## src/rtl/cam_lookup_unit_if.sv

```systemverilog
// Bus bundle for the 4-entry CAM: write, invalidate and search requests plus
// the search result and occupancy status.
interface cam_lookup_unit_if #(
    parameter int WIDTH = 32
);
    logic             write_en;
    logic [1:0]       write_index;
    logic [WIDTH-1:0] write_data;
    logic             invalidate_en;
    logic [1:0]       invalidate_index;
    logic             search_en;
    logic [WIDTH-1:0] search_data;
    logic             search_valid;
    logic             search_hit;
    logic [1:0]       search_index;
    logic             search_multi;
    logic             full;
    logic             empty;
    logic [2:0]       valid_count;

    modport master (
        output write_en, write_index, write_data,
        output invalidate_en, invalidate_index,
        output search_en, search_data,
        input  search_valid, search_hit, search_index, search_multi,
        input  full, empty, valid_count
    );

    modport slave (
        input  write_en, write_index, write_data,
        input  invalidate_en, invalidate_index,
        input  search_en, search_data,
        output search_valid, search_hit, search_index, search_multi,
        output full, empty, valid_count
    );
endinterface

```

## src/rtl/cam_lookup_unit.sv

```systemverilog
// Four-entry content-addressable lookup with a two-stage search pipeline
// (match vector, then priority encode) and registered occupancy status.
module cam_lookup_unit #(
    parameter int WIDTH = 32
) (
    input logic              clk,
    input logic              reset,
    cam_lookup_unit_if.slave bus
);
    logic [WIDTH-1:0] data_q [4];
    logic [WIDTH-1:0] data_d [4];
    logic [3:0]       valid_q, valid_d;
    logic [2:0]       count_q, count_d;
    logic             full_q, empty_q;

    logic [3:0]       match_d;
    logic [3:0]       s1_match_q, s1_match_d;
    logic             s1_valid_q;

    logic             sv_q;
    logic             hit_q, hit_d;
    logic [1:0]       idx_q, idx_d;
    logic             multi_q, multi_d;

    // Storage update: invalidate first so a same-index write wins.
    always_comb begin
        // NOTE: every combinational output gets a default first, so no path leaves it unassigned and no latch is inferred.
        valid_d = valid_q;
        data_d  = data_q;
        if (bus.invalidate_en) begin
            valid_d[bus.invalidate_index] = 1'b0;
        end
        if (bus.write_en) begin
            valid_d[bus.write_index] = 1'b1;
            data_d[bus.write_index]  = bus.write_data;
        end
        count_d = 3'(valid_d[0]) + 3'(valid_d[1]) + 3'(valid_d[2]) + 3'(valid_d[3]);
    end

    // Compare against pre-write contents; the match vector is frozen once captured.
    always_comb begin
        match_d = '0;
        for (int i = 0; i < 4; i++) begin
            match_d[i] = valid_q[i] && (data_q[i] == bus.search_data);
        end
        s1_match_d = bus.search_en ? match_d : s1_match_q;
    end

    // Stage 2 priority encode; result fields hold when no search is completing.
    always_comb begin
        hit_d   = hit_q;
        idx_d   = idx_q;
        multi_d = multi_q;
        if (s1_valid_q) begin
            hit_d   = |s1_match_q;
            multi_d = (s1_match_q & (s1_match_q - 4'd1)) != 4'd0;
            idx_d   = 2'd0;
            for (int i = 3; i >= 0; i--) begin
                if (s1_match_q[i]) begin
                    idx_d = 2'(i);
                end
            end
        end
    end

    always_ff @(posedge clk) begin
        // NOTE: sequential state uses non-blocking assignments so every register samples pre-edge values.
        if (reset) begin
            // NOTE: entry data is cleared on reset here because the reset state of the contents is observable behaviour, not just the valid bits.
            for (int i = 0; i < 4; i++) begin
                data_q[i] <= '0;
            end
            valid_q    <= '0;
            count_q    <= '0;
            full_q     <= 1'b0;
            empty_q    <= 1'b1;
            s1_match_q <= '0;
            s1_valid_q <= 1'b0;
            sv_q       <= 1'b0;
            hit_q      <= 1'b0;
            idx_q      <= '0;
            multi_q    <= 1'b0;
        end else begin
            data_q     <= data_d;
            valid_q    <= valid_d;
            count_q    <= count_d;
            full_q     <= (valid_d == 4'hF);
            empty_q    <= (valid_d == 4'h0);
            s1_match_q <= s1_match_d;
            s1_valid_q <= bus.search_en;
            sv_q       <= s1_valid_q;
            hit_q      <= hit_d;
            idx_q      <= idx_d;
            multi_q    <= multi_d;
        end
    end

    assign bus.search_valid = sv_q;
    assign bus.search_hit   = hit_q;
    assign bus.search_index = idx_q;
    assign bus.search_multi = multi_q;
    assign bus.full         = full_q;
    assign bus.empty        = empty_q;
    assign bus.valid_count  = count_q;
endmodule

```

## src/flat_wrapper.sv

```systemverilog
// flat-port wrapper written by rule: the top's interface ports become plain ports
module cam_lookup_unit_flat 
#(
    parameter int WIDTH = 32
)
  (clk, reset, bus_write_en, bus_write_index, bus_write_data, bus_invalidate_en, bus_invalidate_index, bus_search_en, bus_search_data, bus_search_valid, bus_search_hit, bus_search_index, bus_search_multi, bus_full, bus_empty, bus_valid_count);
  cam_lookup_unit_if #(.WIDTH(WIDTH)) bus_i ();
  input logic clk;
  input logic reset;
  input wire logic [$bits(bus_i.write_en)-1:0] bus_write_en;
  input wire logic [$bits(bus_i.write_index)-1:0] bus_write_index;
  input wire logic [$bits(bus_i.write_data)-1:0] bus_write_data;
  input wire logic [$bits(bus_i.invalidate_en)-1:0] bus_invalidate_en;
  input wire logic [$bits(bus_i.invalidate_index)-1:0] bus_invalidate_index;
  input wire logic [$bits(bus_i.search_en)-1:0] bus_search_en;
  input wire logic [$bits(bus_i.search_data)-1:0] bus_search_data;
  output wire logic [$bits(bus_i.search_valid)-1:0] bus_search_valid;
  output wire logic [$bits(bus_i.search_hit)-1:0] bus_search_hit;
  output wire logic [$bits(bus_i.search_index)-1:0] bus_search_index;
  output wire logic [$bits(bus_i.search_multi)-1:0] bus_search_multi;
  output wire logic [$bits(bus_i.full)-1:0] bus_full;
  output wire logic [$bits(bus_i.empty)-1:0] bus_empty;
  output wire logic [$bits(bus_i.valid_count)-1:0] bus_valid_count;
  assign bus_i.write_en = bus_write_en;
  assign bus_i.write_index = bus_write_index;
  assign bus_i.write_data = bus_write_data;
  assign bus_i.invalidate_en = bus_invalidate_en;
  assign bus_i.invalidate_index = bus_invalidate_index;
  assign bus_i.search_en = bus_search_en;
  assign bus_i.search_data = bus_search_data;
  assign bus_search_valid = bus_i.search_valid;
  assign bus_search_hit = bus_i.search_hit;
  assign bus_search_index = bus_i.search_index;
  assign bus_search_multi = bus_i.search_multi;
  assign bus_full = bus_i.full;
  assign bus_empty = bus_i.empty;
  assign bus_valid_count = bus_i.valid_count;
  cam_lookup_unit #(.WIDTH(WIDTH)) u_core (.clk(clk), .reset(reset), .bus(bus_i));
endmodule
```

## config.mk

```make
export PLATFORM = sky130hd
export DESIGN_NAME = cam_lookup_unit_flat
export DESIGN_NICKNAME = d
export VERILOG_FILES = /design/src/rtl/cam_lookup_unit_if.sv /design/src/rtl/cam_lookup_unit.sv /design/src/flat_wrapper.sv
export SDC_FILE = /design/constraint.sdc
export NUM_CORES = 1
export LEC_CHECK = 0
export ABC_AREA = 0
export CELL_PAD_IN_SITES_DETAIL_PLACEMENT = 2
export CELL_PAD_IN_SITES_GLOBAL_PLACEMENT = 2
export CORE_ASPECT_RATIO = 1.5
export CORE_MARGIN = 3
export CORE_UTILIZATION = 30
export CTS_CLUSTER_DIAMETER = 40
export CTS_CLUSTER_SIZE = 30
export DETAILED_ROUTE_END_ITERATION = 7
export PLACE_DENSITY_LB_ADDON = 0.1
export SLEW_MARGIN = 20
export SYNTH_ARGS = -nofsm -noshare
export SYNTH_HDL_FRONTEND = slang
export SYNTH_SLANG_ARGS = --single-unit
```

## constraint.sdc

```tcl
create_clock -name clk -period 6.9 [get_ports clk]
set_clock_uncertainty 0.05 [all_clocks]
set_input_delay 2.07 -clock clk [delete_from_list [all_inputs] [get_ports clk]]
set_output_delay 2.07 -clock clk [all_outputs]
set_load 0.02 [all_outputs]
```

* Yosys cells after proc, flatten, opt, wreduce, memory -nomap -nowiden
Index checks and enable logic that the tools add are counted.
Operators by class: add/subtract/negate cells 4, order comparisons 6, equality and inequality tests 5, mux-type cells 13, bitwise logic cells 5, reductions and logical operators 10
Operators by type and width (count):
- $bwmux W128 | 1
- $eq A32 B32 Y1 | 4
- $demux W32 S2 | 1
- $mux W32 | 1
- $and A4 B4 Y4 | 2
- $mux W2 | 4
- $mux W4 | 2
- $logic_and A1 B1 Y1 | 7
- $add A3 B1 Y3 | 2
- $lt A2 B3 Y1 const B | 2
- $demux W1 S2 | 2
- $eq A4 B4 Y1 const B | 1
- $ge A2 B1 Y1 const B | 2
- $logic_not A4 Y1 | 1
- $not A4 Y4 | 1
- $or A4 B4 Y4 | 1
- $reduce_bool A4 Y1 | 1
- $reduce_or A4 Y1 | 1
- $sub A4 B1 Y4 const B | 1
- $ge A3 B3 Y1 const B | 1
- $lt A3 B1 Y1 const B | 1
- $not A2 Y3 | 1
- $add A1 B1 Y2 | 1
- $mux W1 | 2
Storage, ports and cells: register bits 147, input bits 73, output and inout port bits 10

* Logic depth before layout (Yosys ltp)
Gate-level depths: netlist (run 1).
depth after elaboration 12, depth in mapped cells 11

* Worst setup path after synthesis (run 1)
Ideal clock, no wire load.
kind input port to flip-flop, start input bus_invalidate_index[1], end register u_core.count_q[1], in the netlist u_core.bus.valid_count[1], setup time 0.128 ns, arrival 3.891 ns, path slack 2.831 ns, stages on the path 9, buffers on the path 0, path through or3b_2 -> a21oi_1 -> inv_1 -> ha_1 -> xnor2_1 -> ha_1 -> o21bai_1 -> ha_1 -> nor2b_1
On the way: cells in the longest elaborated chain, start to end 12
RTL lines:
- from (decl) | RTL line flat_wrapper.sv:14 | input wire logic [$bits(bus_i.invalidate_index)-1:0] bus_invalidate_index;
- $lt A2 B3 Y1 (implied by the code) or $ge A2 B1 Y1 (tied branches) | RTL line cam_lookup_unit.sv:31 | valid_d[bus.invalidate_index] = 1'b0;
- $logic_and A1 B1 Y1 (implied by the code) | RTL line cam_lookup_unit.sv:31
- $mux W1 (implied by the code) | RTL line cam_lookup_unit.sv:31
- $demux W1 S2 *
- $not A4 Y4 (no line) *
- $and A4 B4 Y4 (no line) *
- $mux W4 * | RTL line cam_lookup_unit.sv:30 | if (bus.invalidate_en) begin
- $or A4 B4 Y4 (no line)
- $mux W4 * | RTL line cam_lookup_unit.sv:33 | if (bus.write_en) begin
- named net u_core.valid_d[0] | RTL line cam_lookup_unit.sv:12 | logic [3:0] valid_q, valid_d;
- $add A1 B1 Y2 * | RTL line cam_lookup_unit.sv:37 | count_d = 3'(valid_d[0]) + 3'(valid_d[1]) + 3'(valid_d[2]) + 3'(valid_d[3]);
- $add A3 B1 Y3 * (2 in a row) | RTL line cam_lookup_unit.sv:37
- named net u_core.count_d[1] | RTL line cam_lookup_unit.sv:13 | logic [2:0] count_q, count_d;
- to (signal assigned) | RTL line cam_lookup_unit.sv:86 | count_q <= count_d;
- to (decl) | RTL line cam_lookup_unit.sv:13
Mark *: on every way through the listed nets, which the timed path passes. The rest lies on a longest branch. A chain may end at the register's enable or synchronous reset.

* Final worst setup path (run 1)
start input bus_invalidate_en, end register u_core.count_q[1], in the netlist u_core.bus.valid_count[1]
On the way: cells in the longest elaborated chain, start to end 6
RTL lines:
- from (decl) | RTL line flat_wrapper.sv:13 | input wire logic [$bits(bus_i.invalidate_en)-1:0] bus_invalidate_en;
- $mux W4 * | RTL line cam_lookup_unit.sv:30
- $or A4 B4 Y4 (no line)
- $mux W4 * | RTL line cam_lookup_unit.sv:33
- named net u_core.valid_d[0] | RTL line cam_lookup_unit.sv:12
- $add A1 B1 Y2 * | RTL line cam_lookup_unit.sv:37
- $add A3 B1 Y3 * (2 in a row) | RTL line cam_lookup_unit.sv:37
- named net u_core.count_d[1] | RTL line cam_lookup_unit.sv:13
Marked as above.

==> results of run 1 <==
-- stage by stage --
stage	area (sq um)	instances	power (W)
3_3_place_gp	7550	1122	0.00116
2_1_floorplan	6530	811	0.00103
3_5_place_dp	7550	1122	0.00117
5_1_grt	8110	1154	0.00211
4_1_cts	8110	1154	0.00206
6_report	8110	1154	0.00204
-- power by group through the flow --
| stage | Combinational (W) | Sequential (W) | Clock (W) |
|---|---|---|---|
| 6_report | 0.000252 | 0.000898 | 0.000887 |
| 3_3_place_gp | 0.000250 | 0.000915 | 0 |
| 5_1_grt | 0.000273 | 0.000901 | 0.000938 |
| 3_5_place_dp | 0.000254 | 0.000917 | 0 |
| 4_1_cts | 0.000257 | 0.000898 | 0.000904 |
| 2_1_floorplan | 0.000113 | 0.000914 | 0 |
-- cell usage after synthesis, types with 2 or more instances --
| master | instances |
|---|---|
| inv_1 | 5 |
| nor2_1 | 12 |
| xnor2_1 | 37 |
| nand3b_1 | 2 |
| and3_1 | 2 |
| a21oi_1 | 133 |
| nand4_1 | 16 |
| nor3_1 | 5 |
| nor4_1 | 24 |
| mux2i_1 | 2 |
| nand2_1 | 258 |
| clkbuf_1 | 32 |
| a22o_1 | 4 |
| dfxtp_1 | 147 |
| xor2_1 | 92 |
| buf_2 | 15 |
| nand3_1 | 2 |
| ha_1 | 4 |
| or3b_2 | 2 |
| nor2b_1 | 5 |
| o21bai_1 | 2 |
-- layout make-up --
cell class / count / area (sq um) / share of cell area (%)
inverter: 5 / 18.8 / 0.231
clock buffer: 18 / 439 / 5.42
clock inverter: 14 / 115 / 1.42
multi-input combinational: 612 / 3380 / 41.7
timing repair buffer: 90 / 878 / 10.8
sequential: 147 / 2940 / 36.3
tap: 268 / 335 / 4.14
-- worst max-delay path, cell delays in order --
cell and delay (ns):
clkdlybuf4s50_1 0.52, or3b_2 0.46, a21oi_1 0.25, inv_1 0.08, ha_1 0.32, xnor2_1 0.14
ha_1 0.17, o21bai_1 0.15, ha_1 0.27, nor2b_1 0.12
-- cells by family (layout without fill, tap and decap cells) --
| logic type | count (synthesis) | after routing |
|---|---|---|
| multiplexers | 2 | 2 |
| AO/OA/AOI/OAI | 144 | 144 |
| XOR/XNOR | 129 | 129 |
| flip-flops | 147 | 147 |
| buffers and inverters | 52 | 127 |
| AND/OR/NAND/NOR | 333 | 333 |
| adder cells (fa/ha/maj) | 4 | 4 |
-- per-layer routing --
| layer | part of all wire [%] | global-route usage [%] |
|---|---|---|
| met1 | 41 | 25.3 |
| met2 | 54 | 42.1 |
| met3 | 2.7 | 4.01 |
| met4 | 2.4 | 7.31 |
| met5 | 0 | 0 |
-- registers in the layout, summed over array words and instances, names as in the netlist --
signal                   cells
u_core.bus.empty             1
u_core.bus.full              1
u_core.bus.search_hit        1
u_core.bus.search_index      2
u_core.bus.search_multi      1
u_core.bus.search_valid      1
u_core.bus.valid_count       3
u_core.data_q              128
u_core.s1_match_q            4
u_core.s1_valid_q            1
u_core.valid_q               4
-- worst max path at each step --
stage / from / endpoint / slack [ns] / cells past startpoint
after floorplan: bus_invalidate_index[1] / u_core.bus.valid_count[1]$_SDFF_PP0_ / 2.83 / 9
after global placement: bus_invalidate_en / u_core.bus.valid_count[1]$_SDFF_PP0_ / 2.18 / 10
after detailed placement: bus_invalidate_en / u_core.bus.valid_count[1]$_SDFF_PP0_ / 2.13 / 10
after CTS: bus_invalidate_en / u_core.bus.valid_count[1]$_SDFF_PP0_ / 2.56 / 10
after global routing: bus_write_index[0] / u_core.bus.valid_count[1]$_SDFF_PP0_ / 2.44 / 10
final: bus_invalidate_en / u_core.bus.valid_count[1]$_SDFF_PP0_ / 2.56 / 10
==> results_dict.tcl, run 1 <==
set metrics [dict create \
    utilization_pct 38.2 \
    p_clk_share_pct 43.6 \
    grt_pass1_wl_mm 39.9 \
    start_util_pct 30.8 \
    synth_cell_types 31 \
    antenna_found_initial 0 \
    syn2layout_area_growth_pct 24.2 \
    ant_nets 0 \
    final_common_cell "nand2_1" \
    r2r_setup_slack_ns 4.83 \
    synthXorXnorAreaFrac_pct 17.3 \
    dieArea_sq_um 23600 \
    synth_compound_area_share_pct 11.6 \
    power.internal_w 0.00148 \
    wl_per_cell_um 22.9 \
    yosys.area.top_type_share_pct 45.1 \
    hold_path.startpoint "u_core.data_q[68]$_SDFFE_PP0P_" \
    synth_top_family_by_area "simple AND/OR/NAND/NOR gates" \
    synthSimpleGateAreaFrac_pct 21.7 \
    core_region_area_sq_um 21200 \
    cts_tree "yes" \
    worst_pin_slew_ns 0.934 \
    gp_congestion 0.819 \
    critPathLaunchType "primary input" \
    cap_violations 0 \
    combinationalPowerShare_pct 12.4 \
    worstSetupPathType "primary input to register" \
    cts_setup_buffers 0 \
    slew_headroom_pct 37.7 \
    gr-total-overflow 0 \
    via_per_inst 5.03 \
    clkSinkCount 147 \
    clk_latency_ns 0.43 \
    rr_endpoint "u_core.bus.valid_count[1]$_SDFF_PP0_" \
    r2r-start "u_core.valid_q[1]$_SDFF_PP0_" \
    synthTopCellsByArea "dfxtp_1 45%, nand2_1 15%, xor2_1 12%" \
    wl_mm 26.5 \
    synth.avg_cell_area_sq_um 8.05 \
    setup_tns_ns 0 \
    timing.fmax_mhz 230 \
    grt_util_all_layers_pct 22.5 \
    synth_mux_area_share_pct 0.307 \
    via_count 5809 \
    required_ns 7.13 \
    hold_path.class "register to register" \
    row_count 65 \
    drt_iter0_drc 267 \
    yosysWarningCount 0 \
    die_h_um 187 \
    synthAdderAreaFrac_pct 0.767 \
    final_layout_size_suffix_gt1_share_pct 5.30 \
    setup_violations 0 \
    synth_area_sq_um 6530 \
    hpwlAfterDp_mm 18.6 \
    power_density_nw_per_um2 251 \
    cts_root_buffer "clkbuf_16" \
    route.detailed.drc 0 \
    drt_first_pass_iters 4 \
    cts_max_path_buffers 2 \
    syn_inst 811 \
    cts_buffers 17 \
    setup_ws_ns 2.56 \
    rsz0062_at_grt "no" \
    ctsResizeCount 0 \
    whs_path_depth 2 \
    io_buffers 82 \
    synth_area_leader_cell "dfxtp_1" \
    grt_max_degree 74 \
    p_switching_w 0.000561 \
    seq_area_frac_synth_pct 45.1 \
    h-tree-depth 4 \
    arrival_ns 4.57 \
    clk_pin_slew_ns 0.06 \
    p_leak_nw 2.99 \
    ys_ff_latch 147 \
    place_ws_ns 2.13 \
    grt_pass1_vias 6501 \
    diodes 0 \
    sw_frac_of_total_pct 27.5 \
    whs_ns 0.421 \
    worstSetupEndpointType "register" \
    power_frac_seq_pct 44.1 \
    crit_path_max_fanout 4 \
    die_width_um 126 \
    status "finished clean" \
    reg2regPathDepth 8 \
    async_flop_share_pct 0 \
    num-fill-cells 2417 \
    io_pins 83 \
    layout_common_cells "258 x nand2_1, 147 x dfxtp_1, 133 x a21oi_1" \
    period_minus_slack_ns 4.34 \
    ir_drop_mv 0.168 \
    drv_slew 0 \
    period_share_pct 62.9 \
    synth-edff-count 0 \
    synth_fp_nets 888 \
    hold_buffers 0 \
    synth_flop_cell "dfxtp_1" \
    hold_end "u_core.data_q[68]$_SDFFE_PP0P_" \
    hold_violations 0 \
    nNetsFinal 950 \
]
(Power assumes the default switching activity.)
==> inputs of run 2 (changes only) <==
CORE_UTILIZATION = 29   (was 30)
clock period = 3.9 ns   (was 6.9 ns; I/O delays follow)
==> results_dict.tcl, run 2 (synthesized netlist as in run 1, its figures left out) <==
set metrics [dict create \
    status "finished clean" \
    cts_setup_buffers 0 \
    required_ns 4.14 \
    arrival_ns 3.58 \
    grt_pass1_wl_mm 39.4 \
    hpwlAfterDp_mm 18.2 \
    p_switching_w 0.000967 \
    ant_nets 0 \
    cts_buffers 17 \
    rr_endpoint "u_core.bus.valid_count[1]$_SDFF_PP0_" \
    hold_violations 0 \
    cts_root_buffer "clkbuf_16" \
    syn2layout_area_growth_pct 26.1 \
    reg2regPathDepth 8 \
    final_common_cell "nand2_1" \
    ir_drop_mv 0.289 \
    hold_path.startpoint "u_core.data_q[27]$_SDFFE_PP0P_" \
    start_util_pct 29.8 \
    via_count 5788 \
    io_buffers 82 \
    setup_tns_ns 0 \
    drt_iter0_drc 290 \
    clk_latency_ns 0.43 \
    power.internal_w 0.00279 \
    core_region_area_sq_um 21900 \
    worstSetupEndpointType "register" \
    hold_end "u_core.data_q[27]$_SDFFE_PP0P_" \
    period_share_pct 85.8 \
    die_width_um 129 \
    wl_mm 26.2 \
    largest_reg_flops 128 \
    period_minus_slack_ns 3.35 \
    place_inst 1134 \
    clkSinkCount 147 \
    grt_util_all_layers_pct 21.9 \
    h-tree-depth 4 \
    clk_pin_slew_ns 0.06 \
    whs_path_depth 2 \
    reg.largest.list "u_core.data_q x128, u_core.s1_match_q x4, u_core.valid_q x4" \
    timing.fmax_mhz 299 \
    final_layout_size_suffix_gt1_share_pct 5.71 \
    top_usage_layer "met2" \
    crit_path_max_fanout 4 \
    gr-total-overflow 0 \
    grt_pass1_vias 6442 \
    gp_congestion 0.818 \
    slew_headroom_pct 30.3 \
    worstSetupPathType "primary input to register" \
    power_density_nw_per_um2 457 \
    gr-usage-met1_pct 25.0 \
    p_leak_nw 3.07 \
    r2r-start "u_core.valid_q[1]$_SDFF_PP0_" \
    cap_violations 0 \
    drt_first_pass_iters 4 \
    critPathLaunchType "primary input" \
    grt_max_degree 77 \
    combinationalPowerShare_pct 11.9 \
    row_count 66 \
    route.detailed.drc 0 \
    hold_path.class "register to register" \
    power_frac_seq_pct 42.3 \
    die_h_um 190 \
    via_per_inst 4.97 \
    io_pins 83 \
    hold_buffers 0 \
    p_clk_share_pct 45.9 \
    diodes 0 \
    sw_frac_of_total_pct 25.7 \
    whs_ns 0.419 \
    layout_common_cells "258 x nand2_1, 147 x dfxtp_1, 133 x a21oi_1" \
    cts_tree "yes" \
    worst_pin_slew_ns 1.05 \
    antenna_found_initial 0 \
    setup_violations 0 \
    nNetsFinal 958 \
    final_cells 1165 \
    grt.met3_usage_pct 3.37 \
    grtUsageMet2_pct 40.5 \
    finalPower_w 0.00376 \
    dieArea_sq_um 24400 \
    drv_slew 0 \
    regMostFlops "u_core.data_q" \
    cts_max_path_buffers 2 \
    rsz0062_at_grt "no" \
    r2r_setup_slack_ns 1.83 \
    ctsResizeCount 0 \
    wl_per_cell_um 22.5 \
]
==> run 2: cell count changes in the layout (fill, tap and decap cells not counted), sizes merged <==
| cell | change |
|---|---|
| clkinv | -2 |
| buf | +8 |
| clkbuf | +2 |
| bufinv | +3 |
| clkinvlp | -4 |
==> run 2: through the flow <==
step	setup WS [ns]	util, %	instance area (sq um)
2_1_floorplan	0.731	-	6530
3_3_place_gp	0.153	34.9	7630
3_5_place_dp	0.106	34.9	7630
4_1_cts	0.553	37.6	8230
5_1_grt	0.436	37.6	8230
6_report	0.555	37.6	8230
==> run 2: critical path: stages <==
cell and delay, ns:
clkdlybuf4s50_1 0.53, or3b_2 0.46, a21oi_1 0.21, inv_1 0.07, ha_1 0.30, xnor2_1 0.14
ha_1 0.17, o21bai_1 0.15, ha_1 0.26, nor2b_1 0.12
==> run 2: layout make-up <==
class	count	area [sq um]
fill	2434	13700
multi-input combinational	612	3380
sequential	147	2940
timing repair buffer	98	951
clock buffer	20	437
tap	272	340
clock inverter	11	161
inverter	5	18.8
==> run 2: metal layers <==
| layer | vias to the layer above | wire, um |
|---|---|---|
| met5 | - | 0 |
| met4 | 0 | 721 |
| met3 | 29 | 750 |
| met2 | 100 | 14100 |
| met1 | 2861 | 10600 |
| li1 | 2798 | - |
==> run 2: power groups by stage <==
stage / Clock, W / Combinational, W / Sequential [W]
finish: 0.00172 / 0.000446 / 0.00159
global route: 0.00184 / 0.000484 / 0.00159
CTS: 0.00176 / 0.000457 / 0.00159
detailed placement: 0 / 0.000451 / 0.00162
global placement: 0 / 0.000445 / 0.00162
floorplan: 0 / 0.000200 / 0.00162
==> run 2: worst max-delay path by stage <==
stage / from / end / cells past startpoint
finish: bus_invalidate_en / u_core.bus.valid_count[1]$_SDFF_PP0_ / 10
global route: bus_invalidate_en / u_core.bus.valid_count[1]$_SDFF_PP0_ / 10
CTS: bus_invalidate_en / u_core.bus.valid_count[1]$_SDFF_PP0_ / 10
detailed placement: bus_invalidate_en / u_core.bus.valid_count[1]$_SDFF_PP0_ / 10
global placement: bus_invalidate_en / u_core.bus.valid_count[1]$_SDFF_PP0_ / 10
floorplan: bus_invalidate_index[1] / u_core.bus.valid_count[1]$_SDFF_PP0_ / 9
==> inputs of run 3 (changes only) <==
GPL_ROUTABILITY_DRIVEN = 0   (was not set)
HOLD_SLACK_MARGIN = 0.02   (was not set)
==> results of run 3 <==
No change in the layout: final DEF, timing and power equal those of run 2.
